===== config.mk =====
export PLATFORM = sky130hd
export DESIGN_NAME = dec_scan_seq
export DESIGN_NICKNAME = d
export VERILOG_FILES = /design/src/rtl/dec_scan_seq_pkg.sv /design/src/rtl/dec_scan_seq_dwell_timer.sv /design/src/rtl/dec_scan_seq.sv
export SDC_FILE = /design/constraint.sdc
export NUM_CORES = 1
export LEC_CHECK = 0
export BUFFER_PORTS_ARGS = -buffer_cell sky130_fd_sc_hd__buf_2
export CORE_UTILIZATION = 25
export CTS_BUF_LIST = sky130_fd_sc_hd__clkbuf_8
export CTS_CLUSTER_DIAMETER = 50
export CTS_CLUSTER_SIZE = 24
export DETAILED_ROUTE_END_ITERATION = 7
export RECOVER_POWER = 100
export SLEW_MARGIN = 5
export SYNTH_ARGS = -nofsm -noshare
export SYNTH_HDL_FRONTEND = slang
export SYNTH_SLANG_ARGS = --single-unit

===== constraint.sdc =====
create_clock -name clk -period 1.7 [get_ports clk]
set_input_delay 0.255 -clock clk [delete_from_list [all_inputs] [get_ports clk]]
set_output_delay 0.255 -clock clk [all_outputs]
set_load 0.005 [all_outputs]

===== src/rtl/dec_scan_seq_pkg.sv =====
// Shared state encoding and default sizing for the decoder index sequencer.
package dec_scan_seq_pkg;

  localparam int unsigned DEF_DWELL_W = 8;

  typedef enum logic [1:0] {
    ST_IDLE  = 2'd0,
    ST_DWELL = 2'd1,
    ST_BLANK = 2'd2
  } state_t;

endpackage


===== src/rtl/dec_scan_seq_dwell_timer.sv =====
// Cleared-on-load up-counter; expire flags counter == limit.
module dwell_timer #(
  parameter int unsigned DWELL_W = 8
) (
  input  logic               clk,
  input  logic               rst_n,
  input  logic               load,
  input  logic [DWELL_W-1:0] limit,
  input  logic               en,
  output logic               expire
);

  logic [DWELL_W-1:0] cnt;

  always_ff @(posedge clk or negedge rst_n) begin
    if (!rst_n)    cnt <= '0;
    else if (load) cnt <= '0;
    else if (en)   cnt <= cnt + 1'b1;
  end

  assign expire = (cnt == limit);

endmodule


===== src/rtl/dec_scan_seq.sv =====
// Index sequencer driving select/enable of a 4-to-16 decoder through 0..last.
module dec_scan_seq
  import dec_scan_seq_pkg::*;
#(
  parameter int unsigned DWELL_W = DEF_DWELL_W
) (
  input  logic               clk,
  input  logic               rst_n,
  input  logic               start,
  input  logic               stop,
  input  logic               dir,
  input  logic               oneshot,
  input  logic [3:0]         last,
  input  logic [DWELL_W-1:0] dwell,
  output logic [3:0]         w,
  output logic               e,
  output logic               busy,
  output logic               done
);

  state_t             state_q, state_d;
  logic [3:0]         w_d;
  logic               e_d, busy_d, done_d;
  logic               dir_l, oneshot_l, dir_d, oneshot_d;
  logic [3:0]         last_l, last_d;
  logic [DWELL_W-1:0] dwell_l, dwell_d;
  logic               expire, tmr_load, at_term;
  logic [3:0]         w_next;

  // Counter is held clear outside DWELL and on any DWELL exit, so it never passes dwell_l.
  assign tmr_load = (state_q != ST_DWELL) || expire || stop;

  dwell_timer #(.DWELL_W(DWELL_W)) u_timer (
    .clk    (clk),
    .rst_n  (rst_n),
    .load   (tmr_load),
    .limit  (dwell_l),
    .en     (state_q == ST_DWELL),
    .expire (expire)
  );

  assign at_term = dir_l ? (w == 4'd0) : (w == last_l);
  assign w_next  = at_term ? (dir_l ? last_l : 4'd0)
                           : (dir_l ? w - 4'd1 : w + 4'd1);

  always_comb begin
    state_d   = state_q;
    w_d       = w;
    e_d       = e;
    busy_d    = busy;
    done_d    = 1'b0;
    dir_d     = dir_l;
    oneshot_d = oneshot_l;
    last_d    = last_l;
    dwell_d   = dwell_l;
    unique case (state_q)
      ST_IDLE: begin
        e_d    = 1'b0;
        busy_d = 1'b0;
        if (start) begin
          dir_d     = dir;
          oneshot_d = oneshot;
          last_d    = last;
          dwell_d   = dwell;
          w_d       = dir ? last : 4'd0;
          e_d       = 1'b1;
          busy_d    = 1'b1;
          state_d   = ST_DWELL;
        end
      end
      ST_DWELL: begin
        if (stop) begin
          e_d     = 1'b0;
          busy_d  = 1'b0;
          state_d = ST_IDLE;
        end else if (expire) begin
          e_d = 1'b0;
          if (at_term && oneshot_l) begin
            busy_d  = 1'b0;
            done_d  = 1'b1;
            state_d = ST_IDLE;
          end else begin
            w_d     = w_next;
            state_d = ST_BLANK;
          end
        end
      end
      ST_BLANK: begin
        if (stop) begin
          e_d     = 1'b0;
          busy_d  = 1'b0;
          state_d = ST_IDLE;
        end else begin
          e_d     = 1'b1;
          state_d = ST_DWELL;
        end
      end
      default: begin
        e_d     = 1'b0;
        busy_d  = 1'b0;
        state_d = ST_IDLE;
      end
    endcase
  end

  always_ff @(posedge clk or negedge rst_n) begin
    if (!rst_n) begin
      state_q   <= ST_IDLE;
      w         <= '0;
      e         <= 1'b0;
      busy      <= 1'b0;
      done      <= 1'b0;
      dir_l     <= 1'b0;
      oneshot_l <= 1'b0;
      last_l    <= '0;
      dwell_l   <= '0;
    end else begin
      state_q   <= state_d;
      w         <= w_d;
      e         <= e_d;
      busy      <= busy_d;
      done      <= done_d;
      dir_l     <= dir_d;
      oneshot_l <= oneshot_d;
      last_l    <= last_d;
      dwell_l   <= dwell_d;
    end
  end

endmodule


==> flow_metrics.env, run 1 <==
export IMPL_status="complete, but fails checks"
export IMPL_violations="negative setup slack"
export IMPL_core_um2=6060
export IMPL_antenna_cells=0
export IMPL_antenna_found_initial=0
export IMPL_area_growth_pct=31.7
export IMPL_yosysWarnings=0
export IMPL_cts_buffer_depth=2
export IMPL_clk_pin_slew_ns=0.06
export IMPL_firstDrtPassIters=4
export IMPL_period_minus_slack_ns=1.87
export IMPL_synth_cells=143
export IMPL_grt_pass1_vias=1219
export IMPL_routabilityCongestion=0.861
export IMPL_synth_area_um2=1610
export IMPL_finalClockSkew_ns=0.00695
export IMPL_hold_class="input pin to async pin"
export IMPL_synth_edff_count=0
export IMPL_drt_wl_total_mm=3.34
export IMPL_arrival_ns=2.03
export IMPL_grt_pass1_wl_mm=5.86
export IMPL_ys_ff_latch=31
export IMPL_grt_overflow_total=0
export IMPL_clock_root_buffer="clkbuf_8"
export IMPL_power_total_uw=2640
export IMPL_synth_nets=165
export IMPL_via_count=1214
export IMPL_synth_flop_cell="dfrtp_1"
export IMPL_dieArea_um2=6780
export IMPL_initial_core_util=0.266
export IMPL_rsz0062_at_grt="true"
export IMPL_num_rows=28
export IMPL_finalSetupTns_ns=-0.645
export IMPL_cts_tree="yes"
export IMPL_cts_htree_levels=2
export IMPL_final_cell_area_um2=2120
export IMPL_dpl_hpwl_mm=2.58
export IMPL_cts_hold_buf=0
export IMPL_hold_viol_final=0
export IMPL_max_freq_ghz=0.536
export IMPL_drtIter0Drc=61
export IMPL_nNetsFinal=220
export IMPL_place_ws_ns=-0.199
export IMPL_ys_types=31
export IMPL_fin_crit_sh=1.10
export IMPL_worstSetupPathType="flip-flop to flip-flop"
export IMPL_drive_gt1_frac=0.402
export IMPL_slew_viol_final=0
export IMPL_clk_latency_ns=0.28
export IMPL_die_h_um=82.3
export IMPL_ys_async_sr_fraction=1.00
export IMPL_dieWidth_um=82.3
export IMPL_viasPerCell=4.43
export IMPL_grt_util_all_layers=0.117
export IMPL_ys_seq_area_frac=0.481
export IMPL_worstMarginPinSlew_ns=0.769
export IMPL_p_per_area_nw_per_um2=1240
export IMPL_grt_max_degree=32
export IMPL_ios=25
export IMPL_cp_start_kind="flip-flop"
export IMPL_drc=0
export IMPL_p_leak_uw=0.000969
export IMPL_worstSetupEndpointType="flip-flop"
export IMPL_max_slew_margin=0.487
export IMPL_setup_viol=4
export IMPL_placed_area_um2=2020
export IMPL_finalWorstSetupSlack_ns=-0.167
export IMPL_routedWlPerCell_um=12.2
export IMPL_syn_avg_cell_area_um2=11.3
export IMPL_cp_max_fo=4
export IMPL_vdd_drop_max_mv=0.588
export IMPL_worstPathRequired_ns=1.87
export IMPL_numPortBuffers=24
export IMPL_cts_sinks=31
export IMPL_maxCapViolations=0
export IMPL_numCtsBuffers=5
export IMPL_antenna_left=0
==> final timing paths <==
check / startpoint / slack, ns / cells past startpoint / end
worst min register to register: busy / 0.49 / 1 / busy
worst max register to register: u_timer.cnt[0] / -0.17 / 5 / w[1]
worst min-delay path: rst_n / 0.04 / 1 / u_timer.cnt[7]
max in group asynchronous: rst_n / 1.17 / 1 / dwell_l[4]
worst max-delay path: u_timer.cnt[0] / -0.17 / 5 / w[1]
min in group clk: oneshot / 0.20 / 2 / oneshot_l
==> logic make-up after synthesis <==
logic type	synth area share
AO/OA/AOI/OAI	0.0954
XOR/XNOR	0.114
adder cells (fa/ha/maj)	0.0357
buffers and inverters	0.0209
flip-flops	0.481
multiplexers	0.119
AND/OR/NAND/NOR	0.134
==> critical path, stage by stage, from the launching register on <==
cell and delay, ns:
dfrtp_1 0.39, xnor2_1 0.17, nand2_1 0.09, or4_4 0.56, a22oi_4 0.19, mux2_2 0.36
==> cell type report <==
class                           instances  area (µm²)
Clock buffer                            7        96.3
Clock inverter                          1        3.75
Fill cell                             637        3940
Inverter                                5        18.8
Multi-Input combinational cell        103         816
Sequential cell                        31         776
Tap cell                               75        93.8
Timing Repair Buffer                   52         319
==> cells in the final DEF (no fill, tap or decap), drive strengths merged <==
cell,instances
a21o,2
nand3,7
nand4,2
o2bb2ai,1
buf,41
clkbuf,18
a21oi,5
xor2,7
mux2,17
a31oi,2
or4,2
nor4,1
a22oi,1
and2,1
nor2,14
o211ai,2
xnor2,14
nand2b,3
o21ai,2
ha,3
fa,1
or2b,1
and3,4
and2b,1
inv,6
o31ai,2
nand2,5
o41ai,2
o21a,1
dfrtp,31
==> metrics by stage <==
step | instances | hold slack, ns | utilization
5_1_grt | 274 | 0.101 | 0.350
3_3_place_gp | 264 | 0.340 | 0.333
2_1_floorplan | 143 | -0.0406 | -
4_1_cts | 274 | 0.0370 | 0.353
3_5_place_dp | 264 | 0.349 | 0.333
6_report | 274 | 0.0404 | 0.350
==> sequential cells by signal (all words and copies together) (netlist names) <==
register     flops
e                1
w                4
u_timer.cnt      8
last_l           4
state_q          2
dwell_l          8
dir_l            1
oneshot_l        1
done             1
busy             1
==> metal layers <==
metal / track usage / share of wire / routed length (µm) / vias to the layer above
li1: - / - / - / 613
met1: 0.153 / 0.48 / 1590 / 577
met2: 0.181 / 0.47 / 1570 / 19
met3: 0.0396 / 0.040 / 132 / 5
met4: 0.0368 / 0.012 / 40 / 0
met5: 0 / 0 / 0 / -
==> power breakdown <==
part	leakage [µW]	switching, µW	total (µW)	internal [µW]
registers	0.000389	166	1050	883
clock network	0.0000557	262	625	363
logic	0.000524	424	965	542
total	0.000969	852	2640	1790
==> synthesized netlist by cell type, drive strengths merged, types with 3 or more instances <==
library cell	n	area, µm²
nor2	14	52.6
xnor2	14	123
a21oi	5	25.0
nand3	7	35.0
nand2	5	18.8
clkbuf	3	11.3
xor2	7	61.3
mux2	17	191
inv	5	18.8
and3	4	25.0
nand2b	3	18.8
dfrtp	31	776
ha	3	37.5
==> repair_timing <==
action                     in CTS  in global routing
gates resized for setup         1                  2
setup buffers                   2                  0
pin swaps                       2                  0
hold endpoints to repair        0                  0
setup endpoints to repair       5                  8
(Power assumes the default switching activity.)
==> run 2, diff against run 1 <==
==> constraint.sdc (replaced) <==
create_clock -name clk -period 2.2 [get_ports clk]
set_input_delay 0.33 -clock clk [delete_from_list [all_inputs] [get_ports clk]]
set_output_delay 0.33 -clock clk [all_outputs]
set_load 0.005 [all_outputs]
==> run 2 against run 1 <==
Effect of this change: the run ends with max-capacitance violations, max-slew violations left; worst setup slack improved by 0.35 ns; hold slack improved by 0.24 ns; critical path type unchanged; die area unchanged; clock-buffer cell count unchanged; critical endpoint is now w[3].
==> flow_metrics.env, run 2 (same netlist as run 1, synthesis figures left out) <==
export IMPL_clk_latency_ns=0.28
export IMPL_p_leak_uw=0.000837
export IMPL_antenna_cells=0
export IMPL_core_um2=6060
export IMPL_dpl_hpwl_mm=2.49
export IMPL_routabilityCongestion=0.793
export IMPL_max_freq_ghz=0.496
export IMPL_startpoint="state_q[1]"
export IMPL_drtIter0Drc=64
export IMPL_final_common_cell="dfrtp_1"
export IMPL_clk_pin_slew_ns=0.06
export IMPL_cts_buffer_depth=2
export IMPL_nNetsFinal=195
export IMPL_fill_cells=629
export IMPL_drc=0
export IMPL_vdd_drop_max_mv=0.360
export IMPL_cp_max_fo=4
export IMPL_via_count=1169
export IMPL_cts_resized=0
export IMPL_top_regs="dwell_l x8, u_timer.cnt x8"
export IMPL_cp_start_kind="flip-flop"
export IMPL_antenna_left=0
export IMPL_status="complete, but fails checks"
export IMPL_initial_core_util=0.266
export IMPL_cpPeakStageDelay_ns=0.58
export IMPL_placed_area_um2=1830
export IMPL_fin_crit_sh=0.917
export IMPL_r2r_start="state_q[1]"
export IMPL_violations="max-capacitance violations, max-slew violations"
export IMPL_clock_root_buffer="clkbuf_8"
export IMPL_arrival_ns=2.18
export IMPL_numPortBuffers=24
export IMPL_worstMarginPinSlew_ns=1.71
export IMPL_final_cells=249
export IMPL_hold_class="input pin to flip-flop"
export IMPL_finalWorstSetupSlack_ns=0.182
export IMPL_cts_tree="yes"
export IMPL_slew_viol_final=32
export IMPL_routedWlPerCell_um=13.2
export IMPL_numPlacedInstances=241
export IMPL_setup_viol=0
export IMPL_grt_pass1_vias=1251
export IMPL_path_cells="and2b_1 -> nand2b_1 -> or4_4 -> a22oi_4 -> mux2_2"
export IMPL_hold_viol_final=0
export IMPL_drt_wl_total_mm=3.29
export IMPL_maxCapViolations=1
export IMPL_die_h_um=82.3
export IMPL_grt_pass1_wl_mm=5.73
export IMPL_place_ws_ns=0.217
export IMPL_max_slew_margin=-0.137
export IMPL_p_per_area_nw_per_um2=1000
export IMPL_firstDrtPassIters=4
export IMPL_grt_util_all_layers=0.116
export IMPL_cts_sinks=31
export IMPL_hp_start="dwell[7]"
export IMPL_dieWidth_um=82.3
export IMPL_viasPerCell=4.69
export IMPL_area_growth_pct=19.2
export IMPL_power_total_uw=1930
export IMPL_post_cts_buffers=0
export IMPL_cts_htree_levels=2
export IMPL_ios=25
export IMPL_drive_gt1_frac=0.282
export IMPL_worstPathRequired_ns=2.37
export IMPL_finalSetupTns_ns=0
export IMPL_numCtsBuffers=5
export IMPL_crit_slowest_cell="or4_4"
export IMPL_worstSetupEndpointType="flip-flop"
export IMPL_mostFrequentLayoutCells="dfrtp_1, buf_2, mux2_2"
export IMPL_rsz0062_at_grt="false"
export IMPL_finalClockSkew_ns=0.00632
export IMPL_num_rows=28
export IMPL_grt_overflow_total=0
export IMPL_period_minus_slack_ns=2.02
export IMPL_antenna_found_initial=0
export IMPL_worstSetupPathType="flip-flop to flip-flop"
export IMPL_grt_max_degree=32
export IMPL_dieArea_um2=6780
export IMPL_cts_hold_buf=0
export IMPL_final_cell_area_um2=1920
run 2: changes by cell type in the layout (fill, tap and decap cells not counted), sizes merged:
cell / before / now
clkbuf: 18 / 13
buf: 41 / 21
run 2: per-layer routing:
layer / GRT usage / share of wire / wire length, µm
met5: 0 / 0 / 0
met4: 0.0579 / 0.017 / 56
met3: 0.0330 / 0.041 / 136
met2: 0.202 / 0.52 / 1710
met1: 0.129 / 0.42 / 1390
run 2: per-stage QoR:
stage | hold WS, ns | util
finish | 0.282 | 0.317
global route | 0.271 | 0.317
CTS | 0.116 | 0.319
detailed placement | 0.424 | 0.303
global placement | 0.423 | 0.303
floorplan | 0.0344 | -
run 2: report_power, final:
| group | internal, µW | switching, µW |
|---|---|---|
| clock network | 280 | 204 |
| registers | 682 | 146 |
| logic | 327 | 291 |
run 2: layout make-up:
cell class,instances,area (µm²),area share
Multi-Input combinational cell,103,802,0.417
Sequential cell,31,776,0.403
Timing Repair Buffer,27,133,0.0690
Clock buffer,7,96.3,0.0501
Tap cell,75,93.8,0.0488
Inverter,5,18.8,0.00976
Clock inverter,1,3.75,0.00195
run 2: critical path, delay by kind of cell, from the launching register on:
family,cells,cell delay (ns)
simple gates,3,0.94
flops,1,0.40
compound gates,1,0.21
mux,1,0.36
run 2: path summary, 6_finish.rpt:
check                             end  slack, ns  depth (start not counted)
max                              w[3]       0.18                          5
min in group asynchronous       dir_l       0.49                          1
min reg2reg                      busy       0.48                          1
min                        dwell_l[7]       0.28                          2
max in group asynchronous  dwell_l[6]       0.72                          1
max reg2reg                      w[3]       0.18                          5
